$ cat src/rtl/ej32_pkg.sv
// ---------------------------------------------------------------------------
// ej32_pkg
// Shared types and constants for the ej32 core slice used by the bytecode
// prefetch queue.
//   IU_ASZ     : instruction-unit address width
//   iu_addr_t  : instruction byte address (fetch address, opcode address)
//   PF_DEPTH   : prefetch FIFO depth in bytes (power of two, >= 4)
//   pf_cnt_t   : buffered byte count, wide enough to hold PF_DEPTH
// ---------------------------------------------------------------------------
package ej32_pkg;

   localparam int IU_ASZ = 17;
   typedef logic [IU_ASZ-1:0] iu_addr_t;

   localparam int PF_DEPTH = 4;
   localparam int PF_CW    = $clog2(PF_DEPTH + 1);
   typedef logic [PF_CW-1:0] pf_cnt_t;

endpackage : ej32_pkg

$ cat src/rtl/ej32_pf_fifo.sv
// ---------------------------------------------------------------------------
// ej32_pf_fifo
// Byte FIFO for the prefetch queue. One write port, one multi-pop read port
// that consumes 0..3 bytes per cycle and exposes the three oldest bytes.
//   i_clk, i_rst : clock, synchronous active-high reset
//   i_clr        : discard all contents (branch redirect)
//   i_wr, i_wd   : push one byte at the tail
//   i_pop        : bytes consumed this cycle (0..3)
//   o_pop_ok     : i_pop fits in the current count (pop is applied)
//   o_d0..o_d2   : head, head+1, head+2 bytes; 0 when not buffered
//   o_cnt        : buffered byte count
//   o_err        : one-cycle pulse after a pop larger than the count
// ---------------------------------------------------------------------------
module ej32_pf_fifo
   import ej32_pkg::*;
#(
   parameter int DEPTH = PF_DEPTH
) (
   input  logic                       i_clk,
   input  logic                       i_rst,
   input  logic                       i_clr,
   input  logic                       i_wr,
   input  logic [7:0]                 i_wd,
   input  logic [1:0]                 i_pop,
   output logic                       o_pop_ok,
   output logic [7:0]                 o_d0,
   output logic [7:0]                 o_d1,
   output logic [7:0]                 o_d2,
   output logic [$clog2(DEPTH+1)-1:0] o_cnt,
   output logic                       o_err
);

   localparam int PW = $clog2(DEPTH);
   localparam int CW = $clog2(DEPTH + 1);

   logic [7:0]    r_mem [DEPTH];
   logic [PW-1:0] r_head;
   logic [PW-1:0] r_tail;
   logic [CW-1:0] r_cnt;
   logic          r_err;

   logic [CW-1:0] w_pop_n;
   logic [PW-1:0] w_h1;
   logic [PW-1:0] w_h2;

   // An oversized pop leaves the FIFO untouched and only raises err.
   assign o_pop_ok = (CW'(i_pop) <= r_cnt);
   assign w_pop_n  = o_pop_ok ? CW'(i_pop) : '0;

   // Pointer arithmetic wraps naturally because DEPTH is a power of two.
   assign w_h1 = r_head + PW'(1);
   assign w_h2 = r_head + PW'(2);

   // NOTE: state registers use non-blocking assignments so every flop
   // samples the pre-edge value of its neighbours.
   always_ff @(posedge i_clk) begin
      if (i_rst || i_clr) begin
         r_head <= '0;
         r_tail <= '0;
         r_cnt  <= '0;
         r_err  <= 1'b0;
      end else begin
         r_err  <= ~o_pop_ok;
         r_head <= r_head + PW'(w_pop_n);
         if (i_wr) begin
            r_tail <= r_tail + PW'(1);
         end
         r_cnt  <= r_cnt + CW'(i_wr) - w_pop_n;
      end
   end

   // NOTE: the byte storage is deliberately not reset; stale entries are
   // never visible because every read is qualified by the count.
   always_ff @(posedge i_clk) begin
      if (i_wr) begin
         r_mem[r_tail] <= i_wd;
      end
   end

   // NOTE: every output of this block gets a default first, so no path
   // through it can infer a latch.
   always_comb begin
      o_d0 = '0;
      o_d1 = '0;
      o_d2 = '0;
      if (r_cnt >= CW'(1)) o_d0 = r_mem[r_head];
      if (r_cnt >= CW'(2)) o_d1 = r_mem[w_h1];
      if (r_cnt >= CW'(3)) o_d2 = r_mem[w_h2];
   end

   assign o_cnt = r_cnt;
   assign o_err = r_err;

endmodule : ej32_pf_fifo

$ cat src/rtl/ej32_prefetch.sv
// ---------------------------------------------------------------------------
// ej32_prefetch
// Bytecode prefetch queue between the 8-bit SPRAM bus and the decoder.
// Fetches sequential bytes ahead of execution into a small FIFO, presents
// opcode + two peek bytes, and drops everything on a branch redirect.
//   i_clk, i_rst        : clock, synchronous active-high reset
//   i_en                : fetch enable (set once the ROM copy is done)
//   i_flush, i_flush_a  : branch redirect strobe and target address
//   i_mem_gnt           : bus granted to the prefetcher this cycle
//   o_mem_req, o_mem_a  : fetch request and byte address
//   i_mem_d             : read data, valid the cycle after an accept
//   i_pop               : bytes consumed by the decoder (0..3)
//   o_op_valid, o_op    : head byte present / head byte
//   o_op1, o_op2        : head+1 / head+2 bytes, 0 when not buffered
//   o_op_a              : address of the head byte
//   o_avail             : buffered byte count
//   o_err               : one-cycle pulse on a pop larger than o_avail
// ---------------------------------------------------------------------------
module ej32_prefetch
   import ej32_pkg::*;
#(
   parameter int             ASZ   = IU_ASZ,
   parameter int             DEPTH = PF_DEPTH,
   parameter logic [ASZ-1:0] COLD  = '0
) (
   input  logic                       i_clk,
   input  logic                       i_rst,
   input  logic                       i_en,
   input  logic                       i_flush,
   input  logic [ASZ-1:0]             i_flush_a,
   input  logic                       i_mem_gnt,
   output logic                       o_mem_req,
   output logic [ASZ-1:0]             o_mem_a,
   input  logic [7:0]                 i_mem_d,
   input  logic [1:0]                 i_pop,
   output logic                       o_op_valid,
   output logic [7:0]                 o_op,
   output logic [7:0]                 o_op1,
   output logic [7:0]                 o_op2,
   output logic [ASZ-1:0]             o_op_a,
   output logic [$clog2(DEPTH+1)-1:0] o_avail,
   output logic                       o_err
);

   localparam int            CW   = $clog2(DEPTH + 1);
   localparam logic [CW:0]   FULL = (CW+1)'(DEPTH);

   logic [ASZ-1:0] r_fa;
   logic [ASZ-1:0] r_op_a;
   logic           r_inflight;

   logic [CW:0]    w_occ;
   logic           w_accept;
   logic           w_wr;
   logic           w_pop_ok;

   // Buffered plus in-flight bytes; one extra bit so DEPTH itself fits.
   assign w_occ     = {1'b0, o_avail} + {{CW{1'b0}}, r_inflight};
   assign o_mem_req = i_en & ~i_flush & (w_occ < FULL);
   assign w_accept  = o_mem_req & i_mem_gnt;
   assign o_mem_a   = r_fa;

   // A flush in the accept cycle cannot happen (mem_req is masked), so only
   // a flush in the return cycle needs to squash the landing byte.
   assign w_wr = r_inflight & ~i_flush;

   always_ff @(posedge i_clk) begin
      if (i_rst) begin
         r_fa       <= COLD;
         r_op_a     <= COLD;
         r_inflight <= 1'b0;
      end else if (i_flush) begin
         r_fa       <= i_flush_a;
         r_op_a     <= i_flush_a;
         r_inflight <= 1'b0;
      end else begin
         r_inflight <= w_accept;
         if (w_accept) begin
            r_fa <= r_fa + ASZ'(1);
         end
         if (w_pop_ok) begin
            r_op_a <= r_op_a + ASZ'(i_pop);
         end
      end
   end

   ej32_pf_fifo #(
      .DEPTH (DEPTH)
   ) u_fifo (
      .i_clk    (i_clk),
      .i_rst    (i_rst),
      .i_clr    (i_flush),
      .i_wr     (w_wr),
      .i_wd     (i_mem_d),
      .i_pop    (i_pop),
      .o_pop_ok (w_pop_ok),
      .o_d0     (o_op),
      .o_d1     (o_op1),
      .o_d2     (o_op2),
      .o_cnt    (o_avail),
      .o_err    (o_err)
   );

   assign o_op_valid = (o_avail != '0);
   assign o_op_a     = r_op_a;

endmodule : ej32_prefetch

$ cat config.mk
export PLATFORM = sky130hd
export DESIGN_NAME = ej32_prefetch
export DESIGN_NICKNAME = d
export VERILOG_FILES = /design/src/rtl/ej32_pkg.sv /design/src/rtl/ej32_pf_fifo.sv /design/src/rtl/ej32_prefetch.sv
export SDC_FILE = /design/constraint.sdc
export NUM_CORES = 1
export LEC_CHECK = 0
export CAP_MARGIN = 20
export CORE_MARGIN = 2
export CORE_UTILIZATION = 51
export DETAILED_ROUTE_END_ITERATION = 10
export PLACE_DENSITY = 0.78
export SETUP_SLACK_MARGIN = 0.02
export SLEW_MARGIN = 20
export SYNTH_ARGS = -nofsm -noshare
export SYNTH_HDL_FRONTEND = slang
export SYNTH_HIERARCHICAL = 1
export SYNTH_SLANG_ARGS = --single-unit
$ cat constraint.sdc
create_clock -name i_clk -period 3.2 [get_ports i_clk]
set_input_delay 0.48 -clock i_clk [delete_from_list [all_inputs] [get_ports i_clk]]
set_output_delay 0.48 -clock i_clk [all_outputs]
set_load 0.005 [all_outputs]
==> summary.txt <==
Setup path
  – Largest delay share family, worst path: buffers and inverters
  – CP Class: flop to output port
  – Arr. time, crit path: 2.26 ns
  – Setup crit end kind: output port
  – Req. time, crit path: 2.72 ns
  – Worst reg2reg path depth: 11
  – CP Cell Sequence: buf_4 > mux4_2 > nor2b_1 > clkdlybuf4s50_1
  – FF-to-FF setup slack: 0.64 ns
  – Crit-path max FO: 26
  – CP Launch Type: flop
  – CP bufs+invs: 2
  – Reg2Reg Launch Point: u_fifo/o_cnt[1]
  – Crit-path max cell delay: 0.56 ns
  – Slowest cell on the critical path: mux4_2
  – R2R Path End: u_fifo/o_cnt[2]

Job
  – Max Cap Viol: 0

STA
  – Worst slew pin tran: 0.731 ns
  – Skew final: 0.0141 ns
  – Setup_tns: 0 ns
  – Slew headroom: 51.2%
  – Crit share post-route: 85.5%
  – Tmin final: 2.74 ns
  – Unrepaired setup endpoints after global routing: no
  – Fin. Hold Viols: 0
  – Fmax: 365 MHz
  – Slew Limit Fails: 0
  – WHS: 0.541 ns
  – Final setup fails: 0

Routing
  – DRT iter0 DRCs: 209
  – Vias: 3,333
  – Detailed-route wire length per cell: 17.1 microns
  – WL final: 9820 microns
  – Antenna viol nets, final: 0
  – DR vias/cell: 5.81
  – Drt pass-1 iters: 4
  – DRC: 0

Hold path
  – Hold Startpoint: o_mem_a[14]
  – WHS Endpoint: o_mem_a[14]
  – Hold path depth: 2
  – Worst hold path class: flop to flop

CTS
  – Clk pin slew, worst setup/hold paths: 0.08 ns
  – CTS HTree Levels: 3
  – Cts bufs inserted: 9
  – CTS Sinks: 75
  – CTS tree: built
  – Cts repair resizes: 0
  – Clock Tree Buf Depth: 2
  – # Post-CTS Setup Buffers: 0
  – Clock Latency Late Sink: 0.35 ns
  – Root Driver: clkbuf_8
  – Cts-stage hold buffer count: 0

Synthesis
  – Synth cell types: 49
  – Synth Flop Type: dfxtp_1
  – Seq/Total Area, Yosys: 44.0%
  – Yosys warnings: 6
  – Syn Area/Cell: 11.2 sq um
  – Synth area leaders: edfxtp_1 (23%), dfxtp_1 (21%), mux4_2 (13%)
  – Ys async rst share: 0%
  – Post-synth EDFFs: 32
  – #FFs+latches synth: 75
  – Cell Area, Synth: 4140 sq um
  – Synth area leader: edfxtp_1
  – Synth Instances: 369
  – Synth top area share: 23.2%
  – Syn nets: 414

Final layout
  – Final Util: 69.2%
  – Fin cells: 574
  – Nets: 512
  – Share of cells above drive strength 1: 11.2%
  – Synthesis-to-layout area growth: 30.5%
  – Number of inserted diodes: 0

Power and ir drop
  – Maximum vdd drop: 0.284 mV
  – Power Density: 484 nW/um^2
  – Leakage: 1.80 nW

GRT
  – Number of global-route vias before repair: 3,136
  – Largest net degree at the start of global routing: 33
  – Initial antenna violation count: 0
  – Total grt overflow: 0
  – First-pass GRT wire length: 15,600 microns
  – Total GRT Usage: 22.8%

Floorplan
  – Starting Density: 53.1%
  – Die H: 94.1 microns
  – Die X: 94.1 microns
  – DIE AREA: 8860 sq um
  – Site Rows: 32
  – Area of the core: 7810 sq um
  – I/O pins: 96

Placed design
  – GP Congestion: 0.807
  – Port bufs: 95
  – Dpl hpwl: 7050 microns
  – Placed cells: 558

Run status
  – Outcome: complete, no violations
[synth_stat cells, types with 5 or more instances]
cell type	number
xnor2_1	20
nand3_1	13
nand4_1	9
and2_1	9
nor3_1	12
o21a_1	8
a21boi_0	5
nor2_1	22
mux2i_1	5
inv_1	12
nor2b_1	27
a21oi_1	16
ha_1	11
nand2_1	21
dfxtp_1	43
mux4_2	24
buf_6	6
o22ai_1	6
clkbuf_1	7
o21ai_0	8
edfxtp_1	32
xor2_1	7
[power breakdown]
group | switching, mW | internal, mW
Combinational | 0.284 | 0.385
Sequential | 0.0605 | 1.04
Clock | 0.330 | 0.516
[layout by cell type (no fill, tap or decap), drive strengths merged, types with 2 or more instances in the layout]
cell type       n
fa              2
a21boi          5
xnor2          20
buf             7
clkdlybuf4s50  95
xor2            7
edfxtp         32
bufinv          3
nand4           9
a311oi          2
a21oi          17
a22oi           4
o22ai           6
and2            9
or2             2
nor2           22
dfxtp          43
o21ai           9
nor3           14
a31oi           4
clkbuf         11
mux2i           5
a32oi           2
clkinv          3
nor2b          27
nand3          13
mux4           24
and3            4
inv            12
ha             11
or3             4
o21a            8
nand2          21
nor4            3
[flip-flops by register name (all words and copies together) (netlist names)]
register       flops
u_fifo/r_mem      32
o_mem_a           17
u_fifo/o_cnt       3
u_fifo/o_err       1
u_fifo/r_head      2
u_fifo/r_tail      2
r_inflight         1
o_op_a            17
[per-layer routing]
layer  wire length, microns  track usage (%)
met5                      0                0
met4                    119             9.06
met3                    484             3.69
met2                   4680             35.2
met1                   4530             32.2
[cell type report]
class,count,area (sq um)
fill,598,2400
multi-input combinational,265,2170
inverter,14,52.6
clock buffer,11,131
sequential,75,1820
tap,102,128
timing repair buffer,102,1000
clock inverter,5,101
[worst max-delay path by stage]
stage,from,endpoint,cells after the start
after floorplan,i_pop[1],u_fifo/o_cnt[2],10
after global placement,i_pop[1],u_fifo/o_cnt[2],11
after detailed placement,i_pop[1],u_fifo/o_cnt[2],11
after CTS,u_fifo/o_cnt[2],o_op[3],3
after global routing,u_fifo/r_head[0],o_op2[0],4
final,u_fifo/r_head[0],o_op[3],4
[worst register-to-register path: cells and delay by family, from the launching register on]
kind	cells	cell delay (ns)
fa+ha+maj	3	0.88
flops	1	0.51
xor+xnor	3	0.49
simple gates	3	0.34
compound gates	1	0.15
buf+inv	1	0.09
[through the flow]
stage / total power, mW / area (sq um) / worst slack (ns)
finish: 2.62 / 5410 / 0.463
global route: 2.74 / 5410 / 0.340
CTS: 2.63 / 5400 / 0.408
detailed placement: 1.79 / 5170 / 0.195
global placement: 1.78 / 5170 / 0.248
floorplan: 1.46 / 4140 / 0.815
[kinds of logic (layout without fill, tap and decap cells)]
group | Yosys count | count (layout) | synth area share [%]
and+or+nand+nor | 133 | 133 | 17.8
DFF | 75 | 75 | 44.0
AOI/OAI and AO/OA | 62 | 62 | 9.75
muxes | 30 | 30 | 14.6
buffers and inverters | 29 | 132 | 3.83
xor gates and xnor gates | 27 | 27 | 5.71
adders and majority gates | 13 | 13 | 4.29
No activity file was read; power rests on OpenSTA's default activity.
